--- src/rtl/fetch_stage_pkg.sv ---
// Shared types and defaults for the instruction-fetch stage.
// Used by fetch_stage and fetch_hold_buffer.
package fetch_stage_pkg;

  typedef logic [31:0] instr_t;
  typedef logic [31:0] data_t;

  typedef enum logic [2:0] {
    IDLE,
    REQ,
    WAIT,
    HOLD,
    DISCARD
  } fetch_state_t;

  localparam data_t  RESET_PC_DEFAULT  = 32'h0000_0000;
  localparam instr_t NOP_INSTR_DEFAULT = 32'h0000_0013;

  function automatic data_t word_align(input data_t addr);
    return {addr[31:2], 2'b00};
  endfunction

endpackage

--- src/rtl/fetch_hold_buffer.sv ---
// One-entry holding register for a fetched word that arrives while decode is stalled.
// Clear wins over write, write wins over read.
module fetch_hold_buffer
  import fetch_stage_pkg::*;
(
  input  logic   clk,
  input  logic   reset,
  input  logic   write,
  input  logic   read,
  input  logic   clear,
  input  instr_t wdata,
  output logic   valid,
  output instr_t data
);

  always_ff @(posedge clk) begin
    if (reset) begin
      valid <= 1'b0;
      data  <= '0;
    end else if (clear) begin
      valid <= 1'b0;
    end else if (write) begin
      valid <= 1'b1;
      data  <= wdata;
    end else if (read) begin
      valid <= 1'b0;
    end
  end

endmodule

--- src/rtl/fetch_stage.sv ---
// Instruction-fetch stage: owns the PC, fetches one word at a time and feeds decode.
// Optional macro FETCH_MISALIGN_TRAP_EN adds the fetch_misaligned output and parking on misaligned redirects.
module fetch_stage
  import fetch_stage_pkg::*;
#(
  parameter data_t  RESET_PC  = RESET_PC_DEFAULT,
  parameter instr_t NOP_INSTR = NOP_INSTR_DEFAULT
) (
  input  logic        clk,
  input  logic        reset,
  output logic        imem_req_valid,
  input  logic        imem_req_ready,
  output logic [31:0] imem_addr,
  input  logic        imem_rsp_valid,
  input  logic [31:0] imem_rsp_data,
  input  logic        id_stall,
  input  logic        redirect_valid,
  input  logic [31:0] redirect_target,
  output logic        if_valid,
  output logic [31:0] if_instruction,
  output logic [31:0] if_pc_cur,
  output logic [31:0] if_pc_plus4
`ifdef FETCH_MISALIGN_TRAP_EN
  ,
  output logic        fetch_misaligned
`endif
);

  fetch_state_t state, state_next;
  data_t        pc, pc_next, pc_plus4;
  logic         load;
  instr_t       load_data;
  logic         hold_write, hold_read, hold_clear;
  logic         hold_valid;
  instr_t       hold_data;
  logic         park;
  fetch_state_t resume;
`ifdef FETCH_MISALIGN_TRAP_EN
  logic         misaligned_next;
`endif

  assign pc_plus4       = pc + 32'd4;
  assign imem_req_valid = (state == REQ);
  assign imem_addr      = pc;

  fetch_hold_buffer u_hold (
    .clk   (clk),
    .reset (reset),
    .write (hold_write),
    .read  (hold_read),
    .clear (hold_clear),
    .wdata (imem_rsp_data),
    .valid (hold_valid),
    .data  (hold_data)
  );

  // Redirect outranks everything; a request already accepted leaves one response to drain in DISCARD.
  always_comb begin
    state_next = state;
    pc_next    = pc;
    load       = 1'b0;
    load_data  = imem_rsp_data;
    hold_write = 1'b0;
    hold_read  = 1'b0;
    hold_clear = 1'b0;
    resume     = REQ;
`ifdef FETCH_MISALIGN_TRAP_EN
    misaligned_next = fetch_misaligned;
    park            = fetch_misaligned;
`else
    park            = 1'b0;
`endif

    if (redirect_valid) begin
      pc_next    = word_align(redirect_target);
      hold_clear = 1'b1;
`ifdef FETCH_MISALIGN_TRAP_EN
      misaligned_next = (redirect_target[1:0] != 2'b00);
      park            = misaligned_next;
`endif
      resume = park ? IDLE : REQ;
      case (state)
        WAIT:    state_next = imem_rsp_valid ? resume : DISCARD;
        REQ:     state_next = imem_req_ready ? DISCARD : resume;
        DISCARD: state_next = imem_rsp_valid ? resume : DISCARD;
        default: state_next = resume;
      endcase
    end else begin
      case (state)
        IDLE: begin
          if (!park) state_next = REQ;
        end
        REQ: begin
          if (imem_req_ready) state_next = WAIT;
        end
        WAIT: begin
          if (imem_rsp_valid) begin
            if (!if_valid || !id_stall) begin
              load       = 1'b1;
              pc_next    = pc_plus4;
              state_next = REQ;
            end else begin
              hold_write = 1'b1;
              state_next = HOLD;
            end
          end
        end
        HOLD: begin
          if (!id_stall && hold_valid) begin
            load       = 1'b1;
            load_data  = hold_data;
            hold_read  = 1'b1;
            pc_next    = pc_plus4;
            state_next = REQ;
          end
        end
        DISCARD: begin
          if (imem_rsp_valid) state_next = park ? IDLE : REQ;
        end
        default: state_next = IDLE;
      endcase
    end
  end

  always_ff @(posedge clk) begin
    if (reset) begin
      state <= IDLE;
      pc    <= RESET_PC;
    end else begin
      state <= state_next;
      pc    <= pc_next;
    end
  end

  // The IF/ID slot empties to a NOP when consumed without a replacement word.
  always_ff @(posedge clk) begin
    if (reset) begin
      if_valid       <= 1'b0;
      if_instruction <= NOP_INSTR;
      if_pc_cur      <= '0;
      if_pc_plus4    <= '0;
    end else if (redirect_valid) begin
      if_valid       <= 1'b0;
      if_instruction <= NOP_INSTR;
    end else if (load) begin
      if_valid       <= 1'b1;
      if_instruction <= load_data;
      if_pc_cur      <= pc;
      if_pc_plus4    <= pc_plus4;
    end else if (if_valid && !id_stall) begin
      if_valid       <= 1'b0;
      if_instruction <= NOP_INSTR;
    end
  end

`ifdef FETCH_MISALIGN_TRAP_EN
  always_ff @(posedge clk) begin
    if (reset) begin
      fetch_misaligned <= 1'b0;
    end else begin
      fetch_misaligned <= misaligned_next;
    end
  end
`endif

endmodule
--- config.mk ---
export PLATFORM = sky130hd
export DESIGN_NAME = fetch_stage
export DESIGN_NICKNAME = d
export VERILOG_FILES = /design/src/rtl/fetch_stage_pkg.sv /design/src/rtl/fetch_hold_buffer.sv /design/src/rtl/fetch_stage.sv
export SDC_FILE = /design/constraint.sdc
export NUM_CORES = 1
export LEC_CHECK = 0
export CAP_MARGIN = 20
export CORE_ASPECT_RATIO = 0.6
export CORE_MARGIN = 2
export CORE_UTILIZATION = 40
export DETAILED_ROUTE_END_ITERATION = 12
export PLACE_DENSITY_LB_ADDON = 0.3
export RECOVER_POWER = 100
export SYNTH_ARGS = -nofsm -noshare
export SYNTH_HDL_FRONTEND = slang
export SYNTH_SLANG_ARGS = --single-unit
--- constraint.sdc ---
create_clock -name clk -period 2.95 [get_ports clk]
set_input_delay 0.885 -clock clk [delete_from_list [all_inputs] [get_ports clk]]
set_output_delay 0.885 -clock clk [all_outputs]
set_load 0.005 [all_outputs]
After elaboration in Yosys (flattened, before gate mapping)
Index checks and enable logic that the tools add are counted.

storage, ports and cells
  register bits = 165
  latch bits = 0
  memory bits (writable) = 0
  ROM bits = 0
  input bits = 70
  output and inout port bits = 130
  logic and storage cells = 77
  memories = 0

operators by class
  add/sub/neg operators = 1
  $mul = 0
  div/mod/pow operators = 0
  order comparisons = 0
  equal/unequal tests = 12
  shift-type cells = 0
  mux-type cells = 35
  bitwise logic cells = 2
  reduce and logical (&&, ||, !) cells = 18

operators with widths
  cell                                                  number
  2-to-1 mux 32 bit                                     8
  one-hot mux 32 bit (2 select lines)                   1
  adder 32 x 3 -> 32 bit (second input constant)        1
  2-to-1 mux 3 bit                                      7
  2-to-1 mux 1 bit                                      15
  one-hot mux 3 bit (5 select lines)                    1
  != test 3 bit (second input constant)                 4
  AND reduction 4 bit                                   3
  equality test 3 x 2 -> 1 bit (second input constant)  2
  != test 2 bit (second input constant)                 3
  one-hot mux 3 bit (2 select lines)                    1
  nonzero test 2 bit                                    3
  OR reduction 2 bit                                    3
  AND reduction 2 bit                                   2
  equality test 3 x 1 -> 1 bit (second input constant)  1
  equality test 3 bit (second input constant)           1
  zero test 3 bit                                       1
  != test 3 x 1 -> 1 bit (second input constant)        1
  nonzero test 3 bit                                    1
  logical AND 1 bit                                     2
  zero test 1 bit                                       2
  2-to-1 mux 2 bit                                      1
  inverter 1 bit                                        2
  one-hot mux 1 bit (2 select lines)                    1
  logical OR 1 bit                                      1

Depth between registers and ports, before layout
  depth in word-level cells = 7
  depth in mapped cells = 7
  depth with buffers taken out = 6

Modules after synthesis
From an unflattened synthesis, not the netlist that was laid out.

second synthesis, totals
  cells, all modules = 889
  area, all modules = 7,611.0 µm²

by module, submodules not included
  module             times used  cells each  area an instance (µm²)  seq. area each (µm²)
  fetch_stage        1           740         6,110.9                 2,522.4
  fetch_hold_buffer  1           149         1,500.2                 660.6

Worst setup path before layout
Ideal clock, no wire load.

  kind = input-to-reg
  start = in redirect_valid
  end = reg if_pc_plus4[11]
  library setup time = 0.138 ns
  arrival time = 2.474 ns
  required time = 2.812 ns
  setup slack = 0.338 ns
  cell stages on the path = 6
  buffers on the path = 3
  cell sequence = clkbuf_1 -> nor3b_1 -> a21boi_1 -> buf_2 -> buf_1 -> a211oi_1

between the ends
  longest elaborated chain between the ends = 2
  elaborated cells on any way between the ends = 3
  those cells by class = mux: 1; bitwise: 1; reduce/logical: 1

ends and longest elaborated chain
  element                                             RTL line            RTL
  start: declaration                                  fetch_stage.sv:17   input logic redirect_valid,
  2-to-1 mux 1 bit or inverter 1 bit (tied branches)  n/a
  AND reduction 2 bit (no line) (*)                   n/a
  end signal: assignment                              fetch_stage.sv:149  if_pc_plus4 <= pc_plus4;
  end: declaration                                    fetch_stage.sv:22   output logic [31:0] if_pc_plus4

Mark *: on every way between the ends. The rest lies on a longest branch, timed or not.
A chain may end at the register's enable or synchronous reset.

Worst setup path in the final report
  start = reg state[1]
  end = out imem_req_valid

between the ends
  longest elaborated chain between the ends = 1

ends and longest elaborated chain
  element                       RTL line            RTL
  start: declaration            fetch_stage.sv:29   fetch_state_t state, state_next;
  start signal: assignment      fetch_stage.sv:130  state <= state_next;
  equality test 3 x 1 -> 1 bit  fetch_stage.sv:43   assign imem_req_valid = (state == REQ);
  end: declaration              fetch_stage.sv:11   output logic imem_req_valid,

No other way between the ends.

==> results.tsv <==
metric	value	unit
commonest non-fill, non-tap cells in the layout	dfxtp_1 (159), nand2_1 (147), dlygate4sd3_1 (117)	
total global-route track usage	22.7	%
most common cell after layout, fill and taps aside	dfxtp_1	
# hold bufs at CTS	0	
Max Cap Viol	0	
Core Region	16900	um2
worst hold start	if_pc_cur[23]	
setup violators final	0	
status	complete, no violations	
Yosys top cell area share	46.4	%
num ports	200	
vias in the first global route	6054	
CP Data Required Time	2.07	ns
r2r endpoint	imem_addr[29]	
Final Cycle Share	91.8	%
RSZ-0062 raised after global routing	no	
final setup margin	0.243	ns
Setup Buffers After CTS	0	
detailed-route DRC error count	0	
post-synthesis mux area share	0.146	%
Post-synth ARST share	0	%
PD cells	508	nW/um2
synth top area cells	dfxtp_1 (46%), nand2_1 (8.0%), a211oi_1 (5.9%), a21oi_1 (5.6%), nor2_1 (5.3%)	
post-detail-place hpwl	14400	um
Root Buffer	clkbuf_16	
gpl congestion	0.827	
Max Freq	369	MHz
GRT overflow	0	
fin nets	1071	
final instance area	9640	um2
Fill cells	1609	
kind of critical path	reg -> out	
row cnt	37	
Syn Area/Cell	8.32	um2
per-cell routed wire length	16.7	um
worst reg2reg path depth	5	
Worst setup SP type	register	
worst skew pair latency	0.42	ns
TNS Setup	0	ns
largest net degree at the start of global routing	58	
deepest clock path buffer count	2	
Inserted Diodes	0	
Worst R2R Setup Slack	0.42	ns
main combinational cell family by area after synthesis	compound AO/OA/AOI/OAI gates	
H-tree levels	4	
worst hold stages	2	
total number of vias	6619	
register area share after synthesis	46.4	%
final clock skew	0.0134	ns
Worst Tran Pin Value	0.772	ns
Max Slew Vio Count	0	
Critical Path AT	1.82	ns
layout cells sized above 1	8.00	%
CP max FO	12	
Worst setup EP type	output port	
Initial Util	40.5	%
Synth Register Bits	159	
drt first pass iters	9	
Synth warnings	0	
routed vias/inst	5.31	
crit path max-delay cell type	dlygate4sd3_1	
FF-to-FF Start	imem_addr[6]	
Area Overhead vs Synth	40.5	%
ys flop type	dfxtp_1	
Synth Area in Simple Gates	20.5	%
Tmin final	2.71	ns
xor/xnor share of the synthesized area	6.26	%
port bufs	191	
post-detailed-route count of antenna-violating nets	0	
worst path cell trace	nand2b_1 > nor2_1 > dlygate4sd3_1	
worst hold path type	reg -> reg	
adder-cell share of the synthesized area	0.182	%
area of the multi-input gates	3330	um2
FF+latch area	3180	um2
relative max-transition margin	48.5	%
post-synth cell types	55	
synthesized area	6860	um2
1st-iter DRT viols	525	
Clk pin slew, worst setup/hold paths	0.06	ns
Yosys top cell by area	dfxtp_1	
dpl cell area	9150	um2
first-pass GRT wire length	33100	um
Num CTS Buffers	17	
die area	18200	um2
routed wire length	20800	um
Syn Inst Count	824	
CTS tree	yes	
initial antenna violation count	0	
compound-cell area share of the yosys netlist	20.9	%
pre-CTS worst setup slack	-0.114	ns
CTS resizes	0	
Leak	3.45	nW
final hold vios	0	
Worst IR Drop VDD	0.436	mV
Sink Count	159	
Die Ht	105	um
Max stage delay on crit path	0.60	ns
WHS Endpoint	if_pc_cur[23]	
DIE WIDTH	173	um
number of flops mapped to enable cells by yosys	0	
## cell usage after synthesis (3+ instances only)
cell type and number:
nor2_1 96, and4_4 3, o22ai_1 4, xnor2_1 36, o21ai_0 11, a31oi_1 3, and4_1 3, inv_1 6
nor2b_1 7, dfxtp_1 159, buf_2 13, a222oi_1 29, buf_4 6, a211oi_1 54, a21oi_1 77, nor4_1 9
nand4_1 8, nand3_1 14, nor3_1 8, a2111oi_1 5, nand2_1 147, clkbuf_1 63, xor2_1 13, a311oi_1 4
## how the worst max path moves through the flow
| stage | start | end | slack [ns] | cells after the start |
|---|---|---|---|---|
| floorplan | redirect_valid | if_pc_plus4[11] | 0.34 | 6 |
| global placement | id_stall | imem_addr[22] | -0.04 | 7 |
| detailed placement | id_stall | imem_addr[22] | -0.11 | 7 |
| CTS | state[0] | imem_req_valid | 0.26 | 3 |
| global route | redirect_valid | u_hold.data[1] | 0.07 | 9 |
| finish | state[1] | imem_req_valid | 0.24 | 3 |
## registers in the layout, summed over array words and instances, names as in the netlist
signal,flops
if_valid,1
if_pc_cur,30
u_hold.valid,1
u_hold.data,32
state,3
if_pc_plus4,30
if_instruction,32
imem_addr,30
## critical path, delay by kind of cell (launching register included)
kind | cells | cell delay [ns]
buf+inv | 1 | 0.60
flops | 1 | 0.53
simple gates | 2 | 0.28
## cell type report
class	count	area share (%)
sequential	159	33.0
inverter	7	0.273
timing repair buffer	236	23.3
clock buffer	18	4.56
clock inverter	14	1.25
tap	234	3.04
multi-input combinational	579	34.5
## power breakdown
part | switching, mW | internal, mW | total [mW]
clock network | 0.988 | 1.13 | 2.12
logic | 0.240 | 0.264 | 0.504
registers | 0.0694 | 2.20 | 2.27
total | 1.30 | 3.59 | 4.89
## per-stage QoR
stage	power, mW	utilization [%]	std cells	hold slack [ns]
2_1_floorplan	2.55	-	829	0.436
3_3_place_gp	2.84	54.0	1215	0.440
3_5_place_dp	2.85	54.0	1215	0.446
4_1_cts	4.95	57.3	1247	0.455
5_1_grt	5.08	56.9	1247	0.474
6_report	4.89	56.9	1247	0.452
## cell families after synthesis
group	Yosys count
adders and majority gates	1
muxes	1
other	1
and+or+nand+nor	317
buffers and inverters	91
DFF	159
xor gates and xnor gates	49
AOI/OAI and AO/OA	205
## routing by layer
metal	vias up	global-route usage (%)	wire (um)	share of wire, %
met5	-	0	0	0
met4	0	5.08	148	0.71
met1	3112	32.9	10200	49
li1	3251	-	-	-
met3	11	7.25	1750	8.4
met2	245	32.6	8660	42
Note: power is estimated with default switching activity, not from simulation.
